`config.mk`:
```
export PLATFORM = sky130hd
export DESIGN_NAME = ram_access_ctrl
export DESIGN_NICKNAME = d
export VERILOG_FILES = /design/src/rtl/ram_access_ctrl.sv
export SDC_FILE = /design/constraint.sdc
export NUM_CORES = 1
export LEC_CHECK = 0
export ABC_AREA = 1
export CAP_MARGIN = 25
export CORE_ASPECT_RATIO = 0.75
export CORE_MARGIN = 2
export CORE_UTILIZATION = 44
export DETAILED_ROUTE_END_ITERATION = 7
export PLACE_DENSITY = 0.81
export SYNTH_ARGS = -nofsm -noshare
export SYNTH_HDL_FRONTEND = slang
export SYNTH_SLANG_ARGS = --single-unit
```
`constraint.sdc`:
```
create_clock -name clk -period 1.5 [get_ports clk]
set_clock_uncertainty 0.05 [all_clocks]
set_input_delay 0.3 -clock clk [delete_from_list [all_inputs] [get_ports clk]]
set_output_delay 0.3 -clock clk [all_outputs]
set_load 0.05 [all_outputs]
```
`src/rtl/ram_access_ctrl.sv`:
```
// Load/store front-end for an 8192x32 byte-enabled synchronous data RAM.
// Converts CPU byte/half/word requests into word address, active-low lane
// selects and lane-replicated write data. Returns aligned, extended load data
// with a one-cycle ack. Misaligned or illegal requests are flagged without
// touching the RAM.
module ram_access_ctrl #(
  parameter int unsigned ADDR_W = 15
) (
  input  logic              clk,
  input  logic              reset_b,
  input  logic              req,
  output logic              ready,
  input  logic              we,
  input  logic [1:0]        size,
  input  logic              sext,
  input  logic [ADDR_W-1:0] addr,
  input  logic [31:0]       wdata,
  output logic              ack,
  output logic              err,
  output logic [31:0]       rdata,
  output logic [ADDR_W-3:0] ram_address,
  output logic [31:0]       ram_din,
  output logic              ram_rnw,
  output logic [3:0]        ram_cs_b,
  input  logic [31:0]       ram_dout
);

  typedef enum logic [1:0] {IDLE, ACCESS, RDATA} state_t;

  state_t            state_q, state_d;
  logic              we_q, we_d;
  logic [1:0]        size_q, size_d;
  logic              sext_q, sext_d;
  logic [1:0]        lo_q, lo_d;
  logic [ADDR_W-3:0] ram_address_q, ram_address_d;
  logic [31:0]       ram_din_q, ram_din_d;
  logic              ack_q, ack_d;
  logic              err_q, err_d;
  logic [31:0]       rdata_q, rdata_d;

  logic              accept;
  logic              illegal;
  logic [7:0]        byte_sel;
  logic [15:0]       half_sel;
  logic [31:0]       load_data;

  // Request qualification: accepted only in IDLE; illegal size or misalignment
  always_comb begin
    accept  = (state_q == IDLE) && req;
    illegal = (size == 2'b11) ||
              ((size == 2'b01) && addr[0]) ||
              ((size == 2'b10) && (addr[1:0] != 2'b00));
  end

  // State register
  always_ff @(posedge clk or negedge reset_b) begin
    if (!reset_b) state_q <= IDLE;
    else          state_q <= state_d;
  end

  // Next-state logic
  always_comb begin
    state_d = state_q;
    case (state_q)
      IDLE:    if (req) state_d = illegal ? IDLE : ACCESS;
      ACCESS:  state_d = we_q ? IDLE : RDATA;
      RDATA:   state_d = IDLE;
      default: state_d = IDLE;
    endcase
  end

  // RAM-side outputs decode only from registered state, never from CPU inputs
  always_comb begin
    ready    = (state_q == IDLE);
    ram_rnw  = 1'b1;
    ram_cs_b = '1;
    if (state_q == ACCESS) begin
      ram_rnw = ~we_q;
      if (we_q) begin
        case (size_q)
          2'b00:   ram_cs_b = ~(4'b0001 << lo_q);
          2'b01:   ram_cs_b = lo_q[1] ? 4'b0011 : 4'b1100;
          default: ram_cs_b = '0;
        endcase
      end
    end
  end

  // Lane extraction (little-endian) and zero/sign extension of load data
  always_comb begin
    case (lo_q)
      2'd0:    byte_sel = ram_dout[7:0];
      2'd1:    byte_sel = ram_dout[15:8];
      2'd2:    byte_sel = ram_dout[23:16];
      default: byte_sel = ram_dout[31:24];
    endcase
    half_sel = lo_q[1] ? ram_dout[31:16] : ram_dout[15:0];
    case (size_q)
      2'b00:   load_data = {{24{sext_q & byte_sel[7]}}, byte_sel};
      2'b01:   load_data = {{16{sext_q & half_sel[15]}}, half_sel};
      default: load_data = ram_dout;
    endcase
  end

  // Datapath next values: capture on acceptance, ack/err/rdata on completion
  always_comb begin
    we_d          = we_q;
    size_d        = size_q;
    sext_d        = sext_q;
    lo_d          = lo_q;
    ram_address_d = ram_address_q;
    ram_din_d     = ram_din_q;
    rdata_d       = rdata_q;
    ack_d         = 1'b0;
    err_d         = 1'b0;
    if (accept) begin
      we_d          = we;
      size_d        = size;
      sext_d        = sext;
      lo_d          = addr[1:0];
      ram_address_d = addr[ADDR_W-1:2];
      case (size)
        2'b00:   ram_din_d = {4{wdata[7:0]}};
        2'b01:   ram_din_d = {2{wdata[15:0]}};
        default: ram_din_d = wdata;
      endcase
      ack_d = illegal;
      err_d = illegal;
    end else if ((state_q == ACCESS) && we_q) begin
      ack_d = 1'b1;
    end else if (state_q == RDATA) begin
      ack_d   = 1'b1;
      rdata_d = load_data;
    end
  end

  // Datapath registers
  always_ff @(posedge clk or negedge reset_b) begin
    if (!reset_b) begin
      we_q          <= 1'b0;
      size_q        <= '0;
      sext_q        <= 1'b0;
      lo_q          <= '0;
      ram_address_q <= '0;
      ram_din_q     <= '0;
      ack_q         <= 1'b0;
      err_q         <= 1'b0;
      rdata_q       <= '0;
    end else begin
      we_q          <= we_d;
      size_q        <= size_d;
      sext_q        <= sext_d;
      lo_q          <= lo_d;
      ram_address_q <= ram_address_d;
      ram_din_q     <= ram_din_d;
      ack_q         <= ack_d;
      err_q         <= err_d;
      rdata_q       <= rdata_d;
    end
  end

  assign ack         = ack_q;
  assign err         = err_q;
  assign rdata       = rdata_q;
  assign ram_address = ram_address_q;
  assign ram_din     = ram_din_q;

endmodule

```
# [Word-level counts from Yosys, hierarchy flattened]
# Index checks and enable logic that the tools add are counted.
[totals] in_bits=86 reg_bits=87 word_cells=55 output_inout_bits=85
[classes] n_eq_ne=9 reduce_logical=12 n_bitwise=6 muxes=17 n_shift=1
[op_table] op="$pmux W32 S2" count=2
[op_table] op="$pmux W8 S3" count=1
[op_table] op="$mux W16" count=1
[op_table] op="$mux W4" count=3
[op_table] op="$eq A2 B1 Y1 const B" count=4
[op_table] op="$eq A2 B2 Y1 const B" count=4
[op_table] op="$logic_not A2 Y1" count=4
[op_table] op="$pmux W4 S2" count=1
[op_table] op="$mux W1" count=6
[op_table] op="$logic_and A1 B1 Y1" count=4
[op_table] op="$mux W2" count=2
[op_table] op="$not A4 Y4" count=1
[op_table] op="$pmux W2 S2" count=1
[op_table] op="$shl A1 B2 Y4 const A" count=1
[op_table] op="$not A1 Y1" count=3
[op_table] op="$reduce_and A3 Y1" count=1
[op_table] op="$and A1 B1 Y1" count=2
[op_table] op="$logic_or A1 B1 Y1" count=2
[op_table] op="$ne A2 B2 Y1 const B" count=1
[op_table] op="$reduce_bool A2 Y1" count=1

# [Logic depth before layout (Yosys ltp)]
[logic_depth] word_depth=7 depth_mapped=10 mapped_depth_nobuf=9

# [Worst setup path after synthesis]
# No wires, ideal clock.
[synth_path] path_kind="register to register" start="reg state_q[1]" end="reg ram_address_q[10] (netlist: ram_address[10])" path_slack_ps=-605 path_stages_with_launch=7 arrival_time_ps=1938 setup_ps=118 required_time_ps=1332 path_buffers=2 period_less_slack_ps=2105 path_cell_list="dfrtp_1 > nor2_1 > nand2_1 > buf_4 > buf_2 > nand2_1 > nand2_1"
[synth_between] elab_chain_len=2
[synth_rtl] item="start: declaration" line_no="30" rtl="state_t state_q, state_d;"
[synth_rtl] item="start signal: assignment" line_no="58" rtl="else state_q <= state_d;"
[synth_rtl] item="$logic_not A2 Y1"
[synth_rtl] item="via ready" line_no="12" rtl="output logic ready,"
[synth_rtl] item="$logic_and A1 B1 Y1" line_no="49" rtl="accept = (state_q == IDLE) && req;"
[synth_rtl] item="end signal: assignment" line_no="154" rtl="ram_address_q <= ram_address_d;"
[synth_rtl] item="end: declaration" line_no="35" rtl="logic [ADDR_W-3:0] ram_address_q, ram_address_d;"
# The timed path passes the listed nets, and every way through them passes these cells.
# A chain may end at the register's enable or synchronous reset.

# [Worst setup path after layout]
[layout_path] start="reg size_q[1]" end="out ram_cs_b[0]"
[layout_between] elab_chain_len=4 elab_cells_between_ends=5 cone_classes="eq/ne (1); mux (3); reduce/logical (1)"
[layout_rtl] item="start: declaration" line_no="32" rtl="logic [1:0] size_q, size_d;"
[layout_rtl] item="start signal: assignment" line_no="151" rtl="size_q <= size_d;"
[layout_rtl] item="$eq A2 B1 Y1 or $logic_not A2 Y1 (tied branches)" line_no="80" rtl="case (size_q)"
[layout_rtl] item="$pmux W4 S2 (*)" line_no="80"
[layout_rtl] item="$mux W4 (*)" line_no="79" rtl="if (we_q) begin"
[layout_rtl] item="$mux W4 (*)" line_no="77" rtl="if (state_q == ACCESS) begin"
[layout_rtl] item="end: declaration" line_no="24" rtl="output logic [3:0] ram_cs_b,"
# Every way passes the cells marked *; elsewhere a longest branch is shown, timed or not.

==> impl_metrics.json <==
{
  "synth-seq-cells": 87,
  "crit_type": "register to output pin",
  "start_kind": "register",
  "cts_buffers": 9,
  "yosysTopAreaCell": "dfrtp_1",
  "cts_tree": "yes",
  "clk_path_buf_depth": 2,
  "required_ps": 1150,
  "dpl.hpwl_um": 10200,
  "min_period_over_period_pct": 118,
  "p_int_mw": 8.21,
  "core_area_um2": 9580,
  "grt_pass1_vias": 4674,
  "yosysSeqAreaShare_pct": 50.5,
  "fin_setup_tns_ps": -2890,
  "p_sw_share_pct": 41.8,
  "h-tree-depth": 3,
  "grt_overflow": 0,
  "rows": 31,
  "drive_above_1_share_pct": 31.3,
  "worstSkewPairLatency_ps": 340,
  "p_leak_nw": 3.90,
  "final_common_cell": "nand2_1",
  "rrSetupSlack_ps": -170,
  "p_sw_mw": 5.90,
  "dp_cells": 888,
  "min-delay-start": "we",
  "wl_um": 15200,
  "areaGrowthSynthToFinish_pct": 87.0,
  "whs_path_depth": 3,
  "crit_arrival_ps": 1420,
  "synth_area_leaders": "dfrtp_1 (51%), nand2_1 (18%), a21oi_1 (5.5%)",
  "place.gp.congestion": 0.852,
  "clock_sinks": 87,
  "yosys_warnings": 0,
  "rr_worst_depth": 11,
  "finalNonFillerCells": 925,
  "status": "complete, but fails checks",
  "clock_tree.root_cell": "clkbuf_16",
  "port_buffers": 170,
  "n_antenna_cell": 0,
  "clk_pin_slew_ps": 60,
  "clkPwrFrac_pct": 16.7,
  "drt.antenna.violating_nets": 0,
  "yosys.cell_types.count": 22,
  "vdd_drop_max_uv": 1590,
  "vias_per_cell": 5.21,
  "crit_fanout": 4,
  "syn-num-nets": 666,
  "remaining_drc_errors": 0,
  "start_util_pct": 45.0,
  "critPathCaptureType": "output pin",
  "power_frac_seq_pct": 27.4,
  "slew_headroom_pct": 68.6,
  "violations": "negative setup slack",
  "maxCapViolCount": 0,
  "timing.final.hold_violations": 0,
  "grt_max_degree": 88,
  "layout_common_cells": "nand2_1 (186), buf_12 (91), clkdlybuf4s50_1 (84), dfrtp_1 (83), inv_1 (47)",
  "synth_area_per_cell_um2": 7.43,
  "finalWorstSetupSlack_ps": -266,
  "die_y_um": 89.7,
  "slew_violations": 0,
  "worst_pin_slew_ps": 471,
  "max_freq_ghz": 0.566,
  "hold_class": "input pin to register",
  "die-area_um2": 10600,
  "comb_power_share_pct": 55.9,
  "synth_top_area_share_pct": 50.5,
  "die_w_um": 118,
  "track_usage_pct": 27.4,
  "finalNetCount": 874,
  "hold_end": "we_q",
  "reg2reg_to": "rdata[19]",
  "antenna_found_initial": 0,
  "min_period_ps": 1770,
  "reg2reg_from": "lo_q[1]",
  "powerDensity_nw_per_um2": 1750,
  "rsz0062_at_grt": "yes",
  "vias": 4815,
  "drt_pass1_iterations": 5,
  "pin_count": 171,
  "drt-initial-drc-count": 366,
  "grt_pass1_wl_um": 23000,
  "setup_viol": 31,
  "syn_inst": 580,
  "syn_area_um2": 4310,
  "wl_per_cell_um": 16.4
}
## logic make-up (layout without fill, tap and decap cells)
family / Yosys count / count (layout) / synth area share [%]
compound gates: 95 / 95 / 11.3
flops: 87 / 87 / 50.5
simple gates: 312 / 312 / 29.9
buf+inv: 86 / 299 / 8.34
## sequential cells by signal, summed over array words and instances (netlist names)
register     cells
sext_q           1
err              1
we_q             1
rdata           32
ram_address     13
state_q          2
lo_q             2
ack              1
ram_din         32
size_q           2
## through the flow
| stage | utilization, % | setup WS, ps | hold WS [ps] | instance area [µm²] | power, mW |
|---|---|---|---|---|---|
| final | 84.1 | -266 | 450 | 8060 | 14.1 |
| after global routing | 84.1 | -310 | 449 | 8060 | 14.7 |
| after CTS | 81.8 | -233 | 442 | 7840 | 13.9 |
| after detailed placement | 75.9 | -177 | 326 | 7270 | 11.3 |
| after global placement | 75.9 | -101 | 318 | 7270 | 11.2 |
| after floorplan | - | 5.94 | -45.6 | 4360 | 7.21 |
## Yosys cell counts (all sizes together)
| cell | instances |
|---|---|
| clkbuf | 15 |
| nor3 | 1 |
| dfrtp | 87 |
| nor2 | 52 |
| inv | 57 |
| or2 | 17 |
| nand2 | 207 |
| nand3 | 35 |
| o21bai | 1 |
| buf | 14 |
| o21ai | 47 |
| a21oi | 47 |
## worst max-delay path, cell delays in order, from the launching register on
cell and delay (ps):
dfrtp_2 460, nor2_4 190, nand2_4 100, nand2_2 70, inv_2 50, nand2_2 70
buf_12 140
## worst max-delay path by stage
stage | from | end | cells after the start
6_report | size_q[1] | ram_cs_b[0] | 6
2_1_floorplan | state_q[1] | ram_address[10] | 6
3_5_place_dp | size[1] | ram_din[15] | 6
4_1_cts | size_q[0] | ram_cs_b[0] | 7
3_3_place_gp | ram_dout[31] | rdata[16] | 8
5_1_grt | size_q[1] | ram_cs_b[0] | 6
## timing repair
action / in CTS / in global routing
buffers inserted: 14 / 10
gates cloned: 2 / 1
hold buffers: 1 / 0
hold endpoints to repair: 87 / 0
gates resized for setup: 25 / 63
setup endpoints to repair: 29 / 41
pin swaps: 6 / 33
## power by group through the flow
stage | Clock, mW | Sequential (mW) | Combinational (mW)
finish | 2.36 | 3.86 | 7.89
global route | 2.51 | 3.94 | 8.24
CTS | 2.39 | 3.86 | 7.67
detailed placement | 0 | 3.88 | 7.43
global placement | 0 | 3.85 | 7.31
floorplan | 0 | 5.82 | 1.39
## layout make-up
class                   instances  area (µm²)
fillers                       520        1530
clock inverters                 4        52.6
repair buffers                226        3110
clock buffers                  12         267
multi-input cells             407        2060
flip-flops and latches         87        2180
well taps                     132         165
inverters                      57         216
## metal layers
metal	wire length, µm	track usage (%)	vias up
met3	1210	7.51	44
li1	-	-	2225
met1	6050	34.7	2290
met5	0	0	-
met2	7500	45.7	256
met4	388	10.6	0
No activity file was read; power rests on OpenSTA's default activity.
